### config.mk
export PLATFORM = sky130hd
export DESIGN_NAME = addn_accum_flat
export DESIGN_NICKNAME = d
export VERILOG_FILES = /design/src/rtl/addn_accum_if.sv /design/src/rtl/addn_accum.sv /design/src/flat_wrapper.sv
export SDC_FILE = /design/constraint.sdc
export NUM_CORES = 1
export LEC_CHECK = 0
export BUFFER_PORTS_ARGS = -buffer_cell sky130_fd_sc_hd__buf_2
export CORE_MARGIN = 1
export CORE_UTILIZATION = 50
export CTS_CLUSTER_DIAMETER = 150
export DETAILED_ROUTE_END_ITERATION = 6
export GPL_TIMING_DRIVEN = 0
export HOLD_SLACK_MARGIN = 0.06
export PLACE_DENSITY_LB_ADDON = 0.3
export SKIP_LAST_GASP = 1
export SYNTH_ARGS = -nofsm -noshare
export SYNTH_HDL_FRONTEND = slang
export SYNTH_SLANG_ARGS = --single-unit
### constraint.sdc
create_clock -name clk -period 2 [get_ports clk]
set_input_delay 0 -clock clk [delete_from_list [all_inputs] [get_ports clk]]
set_output_delay 0 -clock clk [all_outputs]
set_load 0.02 [all_outputs]
### src/rtl/addn_accum_if.sv
// Operand-in / result-out handshake bundle for the sequential N-operand accumulator.
interface addn_accum_if #(
  parameter int WIDTH   = 4,
  parameter int NUM_OPS = 4,
  parameter int SUM_W   = 5
);
  localparam int CNT_W = $clog2(NUM_OPS + 1);

  logic             in_valid;
  logic             in_ready;
  logic [WIDTH-1:0] in_data;
  logic             out_valid;
  logic             out_ready;
  logic [SUM_W-1:0] sum;
  logic             ov;
  logic [CNT_W-1:0] op_cnt;

  modport master (
    output in_valid, in_data, out_ready,
    input  in_ready, out_valid, sum, ov, op_cnt
  );

  modport slave (
    input  in_valid, in_data, out_ready,
    output in_ready, out_valid, sum, ov, op_cnt
  );
endinterface

### src/rtl/addn_accum.sv
// Sequential NUM_OPS-operand unsigned adder: one operand per accepted beat, result held
// with backpressure until the consumer takes it. Truncated sum plus overflow flag.
module addn_accum #(
  parameter int WIDTH   = 4,
  parameter int NUM_OPS = 4,
  parameter int SUM_W   = 5
) (
  input  logic        clk,
  input  logic        rst,
  addn_accum_if.slave bus
);
  // Wide enough that NUM_OPS maximal operands never wrap.
  localparam int ACC_W = WIDTH + $clog2(NUM_OPS);
  localparam int CNT_W = $clog2(NUM_OPS + 1);

  typedef enum logic {S_ACC, S_DONE} state_e;

  state_e           state_q, state_d;
  logic [ACC_W-1:0] acc_q, acc_d, acc_sum;
  logic [CNT_W-1:0] cnt_q, cnt_d;
  logic [SUM_W-1:0] sum_q, sum_d;
  logic             ov_q, ov_d;
  logic             in_ready_q, in_ready_d;
  logic             out_valid_q, out_valid_d;

  assign acc_sum = acc_q + ACC_W'(bus.in_data);

  always_comb begin
    state_d     = state_q;
    acc_d       = acc_q;
    cnt_d       = cnt_q;
    sum_d       = sum_q;
    ov_d        = ov_q;
    in_ready_d  = in_ready_q;
    out_valid_d = out_valid_q;
    case (state_q)
      S_ACC: begin
        if (bus.in_valid && in_ready_q) begin
          acc_d = acc_sum;
          cnt_d = cnt_q + 1'b1;
          // Result is captured from the final total, not from acc_q, so it is ready next cycle.
          if (cnt_q == CNT_W'(NUM_OPS - 1)) begin
            sum_d       = acc_sum[SUM_W-1:0];
            ov_d        = |acc_sum[ACC_W-1:SUM_W];
            state_d     = S_DONE;
            in_ready_d  = 1'b0;
            out_valid_d = 1'b1;
          end
        end
      end
      S_DONE: begin
        if (bus.out_ready) begin
          acc_d       = '0;
          cnt_d       = '0;
          state_d     = S_ACC;
          in_ready_d  = 1'b1;
          out_valid_d = 1'b0;
        end
      end
      default: state_d = S_ACC;
    endcase
  end

  always_ff @(posedge clk) begin
    if (rst) begin
      state_q     <= S_ACC;
      acc_q       <= '0;
      cnt_q       <= '0;
      sum_q       <= '0;
      ov_q        <= 1'b0;
      in_ready_q  <= 1'b1;
      out_valid_q <= 1'b0;
    end else begin
      state_q     <= state_d;
      acc_q       <= acc_d;
      cnt_q       <= cnt_d;
      sum_q       <= sum_d;
      ov_q        <= ov_d;
      in_ready_q  <= in_ready_d;
      out_valid_q <= out_valid_d;
    end
  end

  assign bus.in_ready  = in_ready_q;
  assign bus.out_valid = out_valid_q;
  assign bus.sum       = sum_q;
  assign bus.ov        = ov_q;
  assign bus.op_cnt    = cnt_q;
endmodule

### src/flat_wrapper.sv
// flat-port wrapper written by rule: the top's interface ports become plain ports
module addn_accum_flat 
#(
  parameter int WIDTH   = 4,
  parameter int NUM_OPS = 4,
  parameter int SUM_W   = 5
)
  (clk, rst, bus_in_valid, bus_in_data, bus_out_ready, bus_in_ready, bus_out_valid, bus_sum, bus_ov, bus_op_cnt);
  addn_accum_if #(.WIDTH(WIDTH), .NUM_OPS(NUM_OPS), .SUM_W(SUM_W)) bus_i ();
  input  logic clk;
  input  logic rst;
  input wire logic [$bits(bus_i.in_valid)-1:0] bus_in_valid;
  input wire logic [$bits(bus_i.in_data)-1:0] bus_in_data;
  input wire logic [$bits(bus_i.out_ready)-1:0] bus_out_ready;
  output wire logic [$bits(bus_i.in_ready)-1:0] bus_in_ready;
  output wire logic [$bits(bus_i.out_valid)-1:0] bus_out_valid;
  output wire logic [$bits(bus_i.sum)-1:0] bus_sum;
  output wire logic [$bits(bus_i.ov)-1:0] bus_ov;
  output wire logic [$bits(bus_i.op_cnt)-1:0] bus_op_cnt;
  assign bus_i.in_valid = bus_in_valid;
  assign bus_i.in_data = bus_in_data;
  assign bus_i.out_ready = bus_out_ready;
  assign bus_in_ready = bus_i.in_ready;
  assign bus_out_valid = bus_i.out_valid;
  assign bus_sum = bus_i.sum;
  assign bus_ov = bus_i.ov;
  assign bus_op_cnt = bus_i.op_cnt;
  addn_accum #(.WIDTH(WIDTH), .NUM_OPS(NUM_OPS), .SUM_W(SUM_W)) u_core (.clk(clk), .rst(rst), .bus(bus_i));
endmodule
### Word-level counts from Yosys, hierarchy flattened

Cells that the tools add are included.
W data, S select, Z words.

| cells by class | value |
|---|---|
| add/sub/neg operators | 2 |
| equal/unequal tests | 4 |
| muxes and demuxes | 18 |
| bitwise gates (word level) | 1 |
| reductions and logical operators | 4 |

Operators by type and width:

| operator | count |
|---|---|
| $mux W6 | 2 |
| $pmux W6 S2 | 1 |
| $mux W1 | 9 |
| $add A6 B4 Y6 | 1 |
| $mux W3 | 2 |
| $pmux W1 S2 | 3 |
| $pmux W3 S2 | 1 |
| $reduce_and A3 Y1 | 2 |
| $ne A2 B1 Y1 const B | 2 |
| $add A3 B1 Y3 const B | 1 |
| $eq A3 B2 Y1 const B | 1 |
| $ne A2 B2 Y1 const B | 1 |
| $reduce_and A2 Y1 | 1 |
| $logic_and A1 B1 Y1 | 1 |
| $not A1 Y1 | 1 |

| storage, ports and cells | value |
|---|---|
| register bits | 18 |
| input port bits | 8 |
| output and inout port bits | 11 |
| word-level logic and storage cells | 36 |

### Logic depth before layout (Yosys ltp)

Gate-level depths: netlist of run 1.

| depth | value |
|---|---|
| depth in word-level cells | 4 |
| gate-level depth with buffers | 7 |
| gate-level depth less buffers | 7 |

### Worst setup path before layout of run 1

Ideal clock, no wire load.

| path | value |
|---|---|
| path type | reg2reg |
| start point | register u_core.cnt_q[0], in the netlist u_core.bus.op_cnt[0] |
| end point | register u_core.sum_q[3], in the netlist u_core.bus.sum[3] |
| library setup time | 122 ps |
| arrival time | 1522 ps |
| required time | 1878 ps |
| path slack | 356 ps |
| cell stages (with the launch flop) | 6 |
| path buffers | 1 |
| period minus slack after synthesis | 1644 ps |
| path through | dfxtp_1 > ha_1 > ha_1 > nand4b_1 > buf_2 > a311o_1 |

| on the way | value |
|---|---|
| longest elaborated chain between the ends | 2 |

RTL lines:

| item | RTL line | RTL |
|---|---|---|
| start, declared | addn_accum.sv:20 | `logic [CNT_W-1:0] cnt_q, cnt_d;` |
| start signal, assigned | addn_accum.sv:76 | `cnt_q <= cnt_d;` |
| $eq A3 B2 Y1 | addn_accum.sv:42 | `if (cnt_q == CNT_W'(NUM_OPS - 1)) begin` |
| $reduce_and A3 Y1 (no line) | n/a |  |
| end signal, assigned | addn_accum.sv:77 | `sum_q <= sum_d;` |
| end, declared | addn_accum.sv:21 | `logic [SUM_W-1:0] sum_q, sum_d;` |

Every way passes these cells.
A chain may end at the register's enable or synchronous reset.

### Worst setup path after layout of run 1

| path | value |
|---|---|
| start point | register u_core.cnt_q[0], in the netlist u_core.bus.op_cnt[0] |
| end point | register u_core.sum_q[4], in the netlist u_core.bus.sum[4] |

Same word-level chain as after synthesis.

==> summary.md, run 1 <==
| Metric | Value |
|---|---|
| Critical Path RT | `2.20 ns` |
| Unrepaired setup endpoints after global routing | `no` |
| Non-filler cells, final | `146` |
| IO Pins | `19` |
| Worst setup path category | `flip-flop to flip-flop` |
| Antenna viol nets, final | `0` |
| Pwr per Cell Area | `654.8 mW/mm²` |
| Slew @ Worst Pin | `0.4745 ns` |
| Gr ovfl total | `0` |
| Fmax achieved | `584.2 MHz` |
| Pleak | `0.4841 nW` |
| Detailed-placement wirelength estimate | `1365 µm` |
| Worst R2R Path Depth | `7` |
| Die Y | `44.30 µm` |
| Post-layout minimum cycle time | `1.712 ns` |
| H-Tree Depth | `1` |
| Clock Sink Count | `18` |
| Sequential area share after synthesis | `0.4028` |
| Worst Hold Class | `input pin to flip-flop` |
| Endpoints failing setup | `0` |
| # diodes | `0` |
| Most numerous cell in the Yosys netlist | `dfxtp_1` |
| Yosys warns | `0` |
| Reg2Reg Setup Slack | `0.29 ns` |
| Area growth syn-to-layout | `18.18%` |
| Critical Path Start | `u_core.bus.op_cnt[0]` |
| Number of synthesized flops with an enable pin | `0` |
| Clk root buf | `clkbuf_4` |
| Run status | `finished, final reports clean` |
| Slowest-stage cell, CP | `dfxtp_1` |
| All-Layer GR Usage | `0.2151` |
| First-pass GRT wire length | `3105 µm` |
| FP Rows | `14` |
| Syn_nets | `114` |
| DIE WIDTH | `44.30 µm` |
| Most area-consuming cells after synthesis | `dfxtp_1, ha_1, nor2_1` |
| Via count of the first global-routing pass | `757` |
| Final count of hold timing violations | `0` |
| Synth cell count leaders | `dfxtp_1, nor2_1, a21oi_1` |
| Critical Path Sink | `u_core.bus.sum[4]` |
| Skew final | `0.001020 ns` |
| Synthesized area per cell | `9.036 µm²` |
| Post-synth ARST share | `0` |
| Initial core utilization | `0.5612` |
| Cell mode on critical path | `ha_1` |
| Crit path launch type | `flip-flop` |
| Vias per cell | `5.466` |
| Maximum VDD drop | `0.4118 mV` |
| Vias | `798` |
| Routability congestion estimate | `0.8041` |
| Synth top area share | `0.4028` |
| Yosys top cell by area | `dfxtp_1` |
| NumNets Final | `139` |
| DRT iter0 DRCs | `19` |
| R2R Path End | `u_core.bus.sum[4]` |
| Hold-critical path depth | `4` |
| Synthesized instance count | `99` |
| Synth Flop Type | `dfxtp_1` |
| Die area | `0.001962 mm²` |
| Residual DRC | `0` |
| Max cap viols | `0` |
| Final setup TNS | `0 ns` |
| CTS max path bufs | `2` |
| Initial antenna violation count | `0` |
| Final Slew Violations | `0` |
| DRT Pass-1 Iters | `4` |
| CP max FO | `10` |
| CTS Buf Count | `3` |
| CP endpoint kind | `flip-flop` |
| I/O Buffers | `18` |
| Slew HR | `0.6837` |
| Synth Cell Area | `894.6 µm²` |
| Clock latency on the worst-skew pair | `0.29 ns` |
| Core ar. | `0.001594 mm²` |
| Post-synthesis register bit count | `18` |
| Pin count of the biggest net entering global routing | `11` |
| Clk slew on worst S/H paths | `0.10 ns` |
| CTS tree | `built` |
| Power, Total | `692.2 µW` |
| Final cycle utilization of the critical path | `0.8558` |
| Worst path cell trace | `ha_1, ha_1, nand4b_1, buf_2, nor3_1, o21ai_0, o311ai_0` |
| Placed insts | `141` |
| Share of post-route cells with drive strength above 1 | `0.2049` |
| DR WL/cell | `12.99 µm` |
| Worst r2r src | `u_core.bus.op_cnt[0]` |
| Post-Route WL | `1897 µm` |
| Post-synth cell types | `35` |
| CP Data Arrival Time | `1.91 ns` |
| CP max stage delay | `0.40 ns` |
-- metrics by stage --
step	setup slack, ns	util	area, µm²	hold WS [ns]
2_1_floorplan	0.3562	-	894.6	0.1451
3_3_place_gp	0.3518	0.6366	1015	0.2865
3_5_place_dp	0.3148	0.6366	1015	0.2959
4_1_cts	0.2851	0.6633	1057	0.1025
5_1_grt	0.07781	0.6633	1057	0.1501
6_report	0.2884	0.6633	1057	0.1015
-- power breakdown --
group | total (mW) | leakage, nW | internal [mW] | switching, mW
clock | 0.181 | 0.0138 | 0.0701 | 0.111
combinational | 0.125 | 0.324 | 0.0546 | 0.0701
sequential | 0.386 | 0.146 | 0.374 | 0.0125
total | 0.692 | 0.484 | 0.498 | 0.194
-- worst min path at each step --
stage                         startpoint                  end  slack (ns)
after floorplan            bus_out_ready  u_core.bus.in_ready        0.15
after global placement     bus_out_ready  u_core.bus.in_ready        0.29
final                     bus_in_data[0]    u_core.bus.sum[0]        0.10
after global routing      bus_in_data[0]    u_core.bus.sum[0]        0.15
after CTS                 bus_in_data[0]    u_core.bus.sum[0]        0.10
after detailed placement   bus_out_ready  u_core.bus.in_ready        0.30
-- worst max-delay path, delay by kind of cell, from the launching register on --
kind / cells / cell delay [ns]
fa+ha+maj: 2 / 0.35
simple gates: 2 / 0.39
flops: 1 / 0.40
compound gates: 2 / 0.21
buf+inv: 1 / 0.28
-- flip-flops by register name, summed over array words and instances, names as in the netlist --
name,count
u_core.bus.in_ready,1
u_core.state_q,1
u_core.acc_q,6
u_core.bus.out_valid,1
u_core.bus.sum,5
u_core.bus.op_cnt,3
u_core.bus.ov,1
-- cell type report --
cell class	instances	area, µm²
flip-flops and latches	18	360.3
multi-input cells	72	491.7
repair buffers	20	110.1
well taps	24	30.03
fillers	140	536.8
plain buffers	4	23.77
inverters	5	18.77
clock buffers	3	22.52
-- cells in the final DEF, fill, tap and decap left out --
cell	instances
fa_1	1
xnor2_1	1
clkbuf_1	2
nand4_1	1
a31oi_1	2
ha_1	6
a311o_2	1
o21ai_0	2
and4bb_1	1
nand3b_1	1
nor2b_1	1
dlygate4sd3_1	2
nor4_1	3
and3_1	1
and4_1	1
a21o_1	2
or2b_1	1
buf_6	1
a311o_1	2
clkbuf_4	3
or3_1	2
a22oi_1	4
nor3_1	1
dfxtp_1	18
nand2_1	6
nor4bb_1	1
a21oi_2	1
o21a_1	1
nand4b_1	1
nand3_1	3
inv_1	5
mux2i_1	2
nor2_1	14
and3b_1	1
buf_2	19
a21oi_1	7
o311ai_0	1
-- what timing repair did --
item	4_1_cts	5_1_grt
hold buffers	2	0
setup endpoints to repair	0	0
hold endpoints to repair	3	0
setup buffers	0	0
resized for setup	0	0
-- kinds of logic after synthesis --
logic type / synth area share
AO/OA/AOI/OAI: 0.1776
XOR/XNOR: 0.009792
adder cells (fa/ha/maj): 0.1063
buffers and inverters: 0.04755
flip-flops: 0.4028
multiplexers: 0.02238
AND/OR/NAND/NOR: 0.2336
-- metal layers --
| metal | routed length, µm | vias to the layer above | global-route usage |
|---|---|---|---|
| met5 | 0 | - | 0 |
| met4 | 32 | 0 | 0.1212 |
| met3 | 60 | 5 | 0.02449 |
| met2 | 944 | 19 | 0.3765 |
| met1 | 860 | 365 | 0.2532 |
| li1 | - | 409 | - |
Note: power is estimated with default switching activity, not from simulation.
==> run 2, diff against run 1 <==
BUFFER_PORTS_ARGS = -buffer_cell sky130_fd_sc_hd__buf_4   (was -buffer_cell sky130_fd_sc_hd__buf_2)
==> run 2 against run 1 <==
Compared with the run above: setup slack improved by 0.0092 ns; highest routed layer unchanged; critical endpoint is now u_core.bus.sum[3]; via count grew 3.4%; largest power group unchanged; sequential cell count stayed put.
==> summary.md, run 2 (synthesis gave the netlist of run 1 again) <==
| Metric | Value |
|---|---|
| Vias | `825 (+3.4%)` |
| Worst Hold Class | `input pin to flip-flop` |
| # diodes | `0 (unchanged)` |
| DR WL/cell | `12.59 µm (-3.1%)` |
| Skew final | `0.001716 ns (+0.0006966 ns)` |
| Area growth syn-to-layout | `23.22%` |
| CTS max path bufs | `2 (unchanged)` |
| Register share of total power | `0.547 (-0.011)` |
| Maximum VDD drop | `0.3885 mV (-5.6%)` |
| Post-Route WL | `1838 µm (-3.1%)` |
| Comb power frac | `0.186 (+0.006)` |
| Run status | `finished, final reports clean` |
| Fmax achieved | `587.4 MHz (+0.54%)` |
| Final Hold Slack | `0.08153 ns (-0.01998 ns)` |
| DIE WIDTH | `44.30 µm (unchanged)` |
| CP endpoint kind | `flip-flop` |
| Slew HR | `0.6913 (+0.007604)` |
| Initial core utilization | `0.5612 (unchanged)` |
| Internal | `505.0 µW (+1.3%)` |
| Clk root buf | `clkbuf_4` |
| Slowest-stage cell, CP | `dfxtp_1` |
| Clock latency on the worst-skew pair | `0.30 ns (about the same)` |
| Final setup TNS | `0 ns (unchanged)` |
| Via count of the first global-routing pass | `734 (-3.0%)` |
| Endpoints failing setup | `0 (unchanged)` |
| Die area | `0.001962 mm² (unchanged)` |
| Worst path cell trace | `ha_1, ha_1, nand4b_1, buf_2, a311o_1` |
| Antenna viol nets, final | `0 (unchanged)` |
| Gr ovfl total | `0 (unchanged)` |
| All-Layer GR Usage | `0.2168 (+0.001701)` |
| CTS tree | `built` |
| Pleak | `0.4913 nW (+1.5%)` |
| Cell mode on critical path | `ha_1` |
| Initial antenna violation count | `0 (unchanged)` |
| CP max stage delay | `0.39 ns (about the same)` |
| FP Rows | `14 (unchanged)` |
| Crit path max-delay family | `flip-flops` |
| Worst path buffer plus inverter count | `1 (unchanged)` |
| First-pass GRT wire length | `3146 µm (+1.3%)` |
| Slew @ Worst Pin | `0.4631 ns (-0.01141 ns)` |
| DRT iter0 DRCs | `13 (-6)` |
| CP max FO | `10 (unchanged)` |
| Placed Area | `0.001060 mm² (+4.4%)` |
| H-Tree Depth | `1 (unchanged)` |
| Clk slew on worst S/H paths | `0.10 ns (about the same)` |
| Post-layout minimum cycle time | `1.702 ns (-0.009166 ns)` |
| Die Y | `44.30 µm (unchanged)` |
| I/O Buffers | `18 (unchanged)` |
| Detailed-placement wirelength estimate | `1326 µm (-2.9%)` |
| IO Pins | `19 (unchanged)` |
| Residual DRC | `0 (unchanged)` |
| Max reg flops | `6 (unchanged)` |
| Final count of hold timing violations | `0 (unchanged)` |
| Crit path launch type | `flip-flop` |
| CP Data Arrival Time | `1.90 ns (about the same)` |
| Worst setup path category | `flip-flop to flip-flop` |
| Pwr per Cell Area | `638.5 mW/mm² (-2.5%)` |
| Sw Share | `0.2826 (+0.002381)` |
| Clock Sink Count | `18 (unchanged)` |
| NumNets Final | `139 (unchanged)` |
| Power, Total | `703.8 µW (+1.7%)` |
| Core ar. | `0.001594 mm² (unchanged)` |
| Largest Register | `u_core.acc_q` |
| Util after Layout | `0.6915 (+0.02826)` |
| Final cycle utilization of the critical path | `0.8512 (-0.004583)` |
| Max cap viols | `0 (unchanged)` |
| Clk pwr share | `0.266 (+0.004)` |
| Most frequent cells in the layout | `buf_4, dfxtp_1, nor2_1, a21oi_1` |
| Routability congestion estimate | `0.8247 (+2.6%)` |
| DRT Pass-1 Iters | `4 (unchanged)` |
| Critical Path RT | `2.20 ns (about the same)` |
| CTS Buf Count | `3 (unchanged)` |
| Vias per cell | `5.651 (+3.4%)` |
| Final instance area | `0.001102 mm² (+4.3%)` |
| Switching Power | `198.9 µW (+2.5%)` |
| Final Slew Violations | `0 (unchanged)` |
| Share of post-route cells with drive strength above 1 | `0.2049 (unchanged)` |
| Pin count of the biggest net entering global routing | `11 (unchanged)` |
| Unrepaired setup endpoints after global routing | `no` |
[run 2: area by class of cell]
cell class / instances / area [µm²]
Multi-Input combinational cell: 72 / 491.7
Fill cell: 130 / 491.7
Sequential cell: 18 / 360.3
Timing Repair Buffer: 20 / 155.1
Tap cell: 24 / 30.03
Buffer: 4 / 23.77
Clock buffer: 3 / 22.52
Inverter: 5 / 18.77
[run 2: path summary, 6_finish.rpt]
check	from	to	slack, ns	depth (start not counted)
worst min register to register	u_core.bus.out_valid	u_core.bus.out_valid	0.47	2
worst max register to register	u_core.bus.op_cnt[0]	u_core.bus.sum[3]	0.30	5
worst min-delay path	bus_in_data[0]	u_core.bus.sum[0]	0.08	4
worst max-delay path	u_core.bus.op_cnt[0]	u_core.bus.sum[3]	0.30	5
[run 2: layer usage]
metal / up-vias / global-route usage / wire, µm
li1: 408 / - / -
met1: 387 / 0.2762 / 875
met2: 25 / 0.3618 / 855
met3: 5 / 0.03673 / 73
met4: 0 / 0.09091 / 34
met5: - / 0 / 0
[run 2: power by group through the flow]
stage	Clock, mW	Combinational, mW	Sequential (mW)
6_report	0.187	0.131	0.385
5_1_grt	0.200	0.148	0.388
4_1_cts	0.188	0.131	0.385
3_5_place_dp	0	0.127	0.394
3_3_place_gp	0	0.123	0.393
2_1_floorplan	0	0.0834	0.397
[run 2: worst min-delay path: stages]
cell and delay, ns:
buf_4 0.08, ha_1 0.14, mux2i_1 0.06, nor2_1 0.07
[run 2: timing repair]
item / 4_1_cts / 5_1_grt
gates resized for setup: 0 / 0
hold buffers: 2 / 0
buffers inserted: 0 / 0
endpoints found under the setup margin: 0 / 0
endpoints found under the hold margin: 3 / 0
[run 2: stage by stage]
step                      worst slack, ns  std cells
after floorplan                    0.3562         99
after global placement             0.3438        141
after detailed placement           0.3230        141
after CTS                          0.3074        146
after global routing               0.1277        146
final                              0.2976        146
==> run 3, diff against run 2 <==
SLEW_MARGIN = 20   (was not set)
clock period = 1.8 ns   (was 2 ns; I/O delays follow)
==> run 3 against run 2 <==
Compared with the run above: combinational power increased by 12%; count of clock-buffer cells in the layout is the same; clock power is 11% higher; design area rose by 2.0%; power up 11%; sequential power increased by 11%; hold slack better by 0.0042 ns; sequential share of layout area down 0.65 points; critical endpoint unchanged.
==> summary.md, run 3 (synthesis gave the netlist of run 1 again) <==
| Metric | Value |
|---|---|
| Run status | `finished, final reports clean` |
| DRT iter0 DRCs | `19 (+6)` |
| Clk root buf | `clkbuf_4` |
| CTS Buf Count | `3 (unchanged)` |
| Clk slew on worst S/H paths | `0.10 ns (about the same)` |
| Critical Path RT | `2.00 ns (-0.20 ns)` |
| Final count of hold timing violations | `0 (unchanged)` |
| Endpoints failing setup | `0 (unchanged)` |
| Post-Route WL | `1842 µm (+0.22%)` |
| DR WL/cell | `12.45 µm (-1.1%)` |
| Pwr per Cell Area | `695.8 mW/mm² (+9.0%)` |
| Area growth syn-to-layout | `25.73%` |
| NumNets Final | `141 (+1.4%)` |
| Slew HR | `0.6959 (+0.004614)` |
| # diodes | `0 (unchanged)` |
| Final setup TNS | `0 ns (unchanged)` |
| Pin count of the biggest net entering global routing | `11 (unchanged)` |
| Max reg flops | `6 (unchanged)` |
| Skew final | `0.002651 ns (+0.0009346 ns)` |
| I/O Buffers | `18 (unchanged)` |
| Detailed-placement wirelength estimate | `1326 µm (unchanged)` |
| CP max FO | `10 (unchanged)` |
| First-pass GRT wire length | `3146 µm (unchanged)` |
| Max cap viols | `0 (unchanged)` |
| Gr ovfl total | `0 (unchanged)` |
| Critical Path Start | `u_core.bus.op_cnt[0]` |
| CTS max path bufs | `2 (unchanged)` |
| DIE WIDTH | `44.30 µm (unchanged)` |
| Min-delay src | `bus_in_data[0]` |
| Final cycle utilization of the critical path | `0.9177 (+0.06649)` |
| CTS tree | `built` |
| Core ar. | `0.001594 mm² (unchanged)` |
| Clock latency on the worst-skew pair | `0.30 ns (about the same)` |
| Util after Layout | `0.7057 (+0.01413)` |
| FP Rows | `14 (unchanged)` |
| Worst setup path category | `flip-flop to flip-flop` |
| Routability congestion estimate | `0.8247 (unchanged)` |
| Crit path launch type | `flip-flop` |
| IO Pins | `19 (unchanged)` |
| Pleak | `0.5019 nW (+2.1%)` |
| Final Slew Violations | `0 (unchanged)` |
| Post-layout minimum cycle time | `1.652 ns (-0.05056 ns)` |
| Most frequent cells in the layout | `buf_4, dfxtp_1, nor2_1, a21oi_1` |
| Clock Sink Count | `18 (unchanged)` |
| Vias | `812 (-1.6%)` |
| Share of post-route cells with drive strength above 1 | `0.2258 (+0.02089)` |
| Die Y | `44.30 µm (unchanged)` |
| Unrepaired setup endpoints after global routing | `yes` |
| Residual DRC | `0 (unchanged)` |
| H-Tree Depth | `1 (unchanged)` |
| Worst Hold Class | `input pin to flip-flop` |
| Maximum VDD drop | `0.4186 mV (+7.7%)` |
| Worst r2r src | `u_core.bus.op_cnt[0]` |
| Largest Register | `u_core.acc_q` |
| Initial core utilization | `0.5612 (unchanged)` |
| Antenna viol nets, final | `0 (unchanged)` |
| CP endpoint kind | `flip-flop` |
| Slew @ Worst Pin | `0.4562 ns (-0.006922 ns)` |
| CP Data Arrival Time | `1.85 ns (-0.05 ns)` |
| DRT Pass-1 Iters | `4 (unchanged)` |
| All-Layer GR Usage | `0.2168 (unchanged)` |
| Initial antenna violation count | `0 (unchanged)` |
| Most common cell after layout, fill and taps aside | `buf_4` |
| Via count of the first global-routing pass | `734 (unchanged)` |
| Vias per cell | `5.486 (-2.9%)` |
| Number of fill cells in the layout | `126 (-3.1%)` |
| Die area | `0.001962 mm² (unchanged)` |
| Fmax achieved | `605.4 MHz (+3.1%)` |
run 3: path summary, 6_finish.rpt:
kind	cells past startpoint	slack [ns]	end
max	5	0.15	u_core.bus.sum[3]
min	4	0.09	u_core.bus.sum[0]
max reg2reg	5	0.15	u_core.bus.sum[3]
min reg2reg	2	0.47	u_core.bus.out_valid
run 3: cell type report:
type	instances	area [µm²]	share of cell area
inverter	5	18.77	0.01669
clock buffer	3	22.52	0.02002
multi-input combinational	72	496.7	0.4416
sequential	18	360.3	0.3204
timing repair buffer	22	170.2	0.1513
tap	24	30.03	0.02670
buffer	4	26.28	0.02336
run 3: metrics by stage:
stage | std cells | hold slack [ns] | total power, mW | worst slack [ns] | cell area, µm²
3_3_place_gp | 141 | 0.2708 | 0.5732 | 0.1438 | 1060
4_1_cts | 146 | 0.08815 | 0.7819 | 0.1074 | 1102
3_5_place_dp | 141 | 0.2737 | 0.5788 | 0.1230 | 1060
5_1_grt | 148 | 0.1063 | 0.8191 | -0.04437 | 1125
6_report | 148 | 0.08572 | 0.7827 | 0.1481 | 1125
2_1_floorplan | 99 | 0.1451 | 0.5338 | 0.1562 | 894.6
run 3: report_power, final:
group	leakage (nW)	internal [mW]	switching, mW
Combinational	0.342	0.0689	0.0783
Sequential	0.146	0.415	0.0135
Clock	0.0138	0.0780	0.129
run 3: critical path, cell delays in order (launching register included):
cell and delay (ns):
dfxtp_1 0.39, ha_1 0.17, ha_1 0.17, nand4b_1 0.21, clkbuf_4 0.26, a311o_1 0.35
run 3: per-layer routing:
layer	GRT usage	vias to the layer above	routed length, µm
met2	0.3618	16	863
met3	0.03673	5	67
li1	-	411	-
met4	0.09091	0	34
met1	0.2762	380	877
met5	0	-	0
run 3: what timing repair did:
item	in CTS	in global routing
endpoints found under the setup margin	0	2
hold buffers	2	0
buffers inserted	0	2
gates resized for setup	0	2
endpoints found under the hold margin	3	0
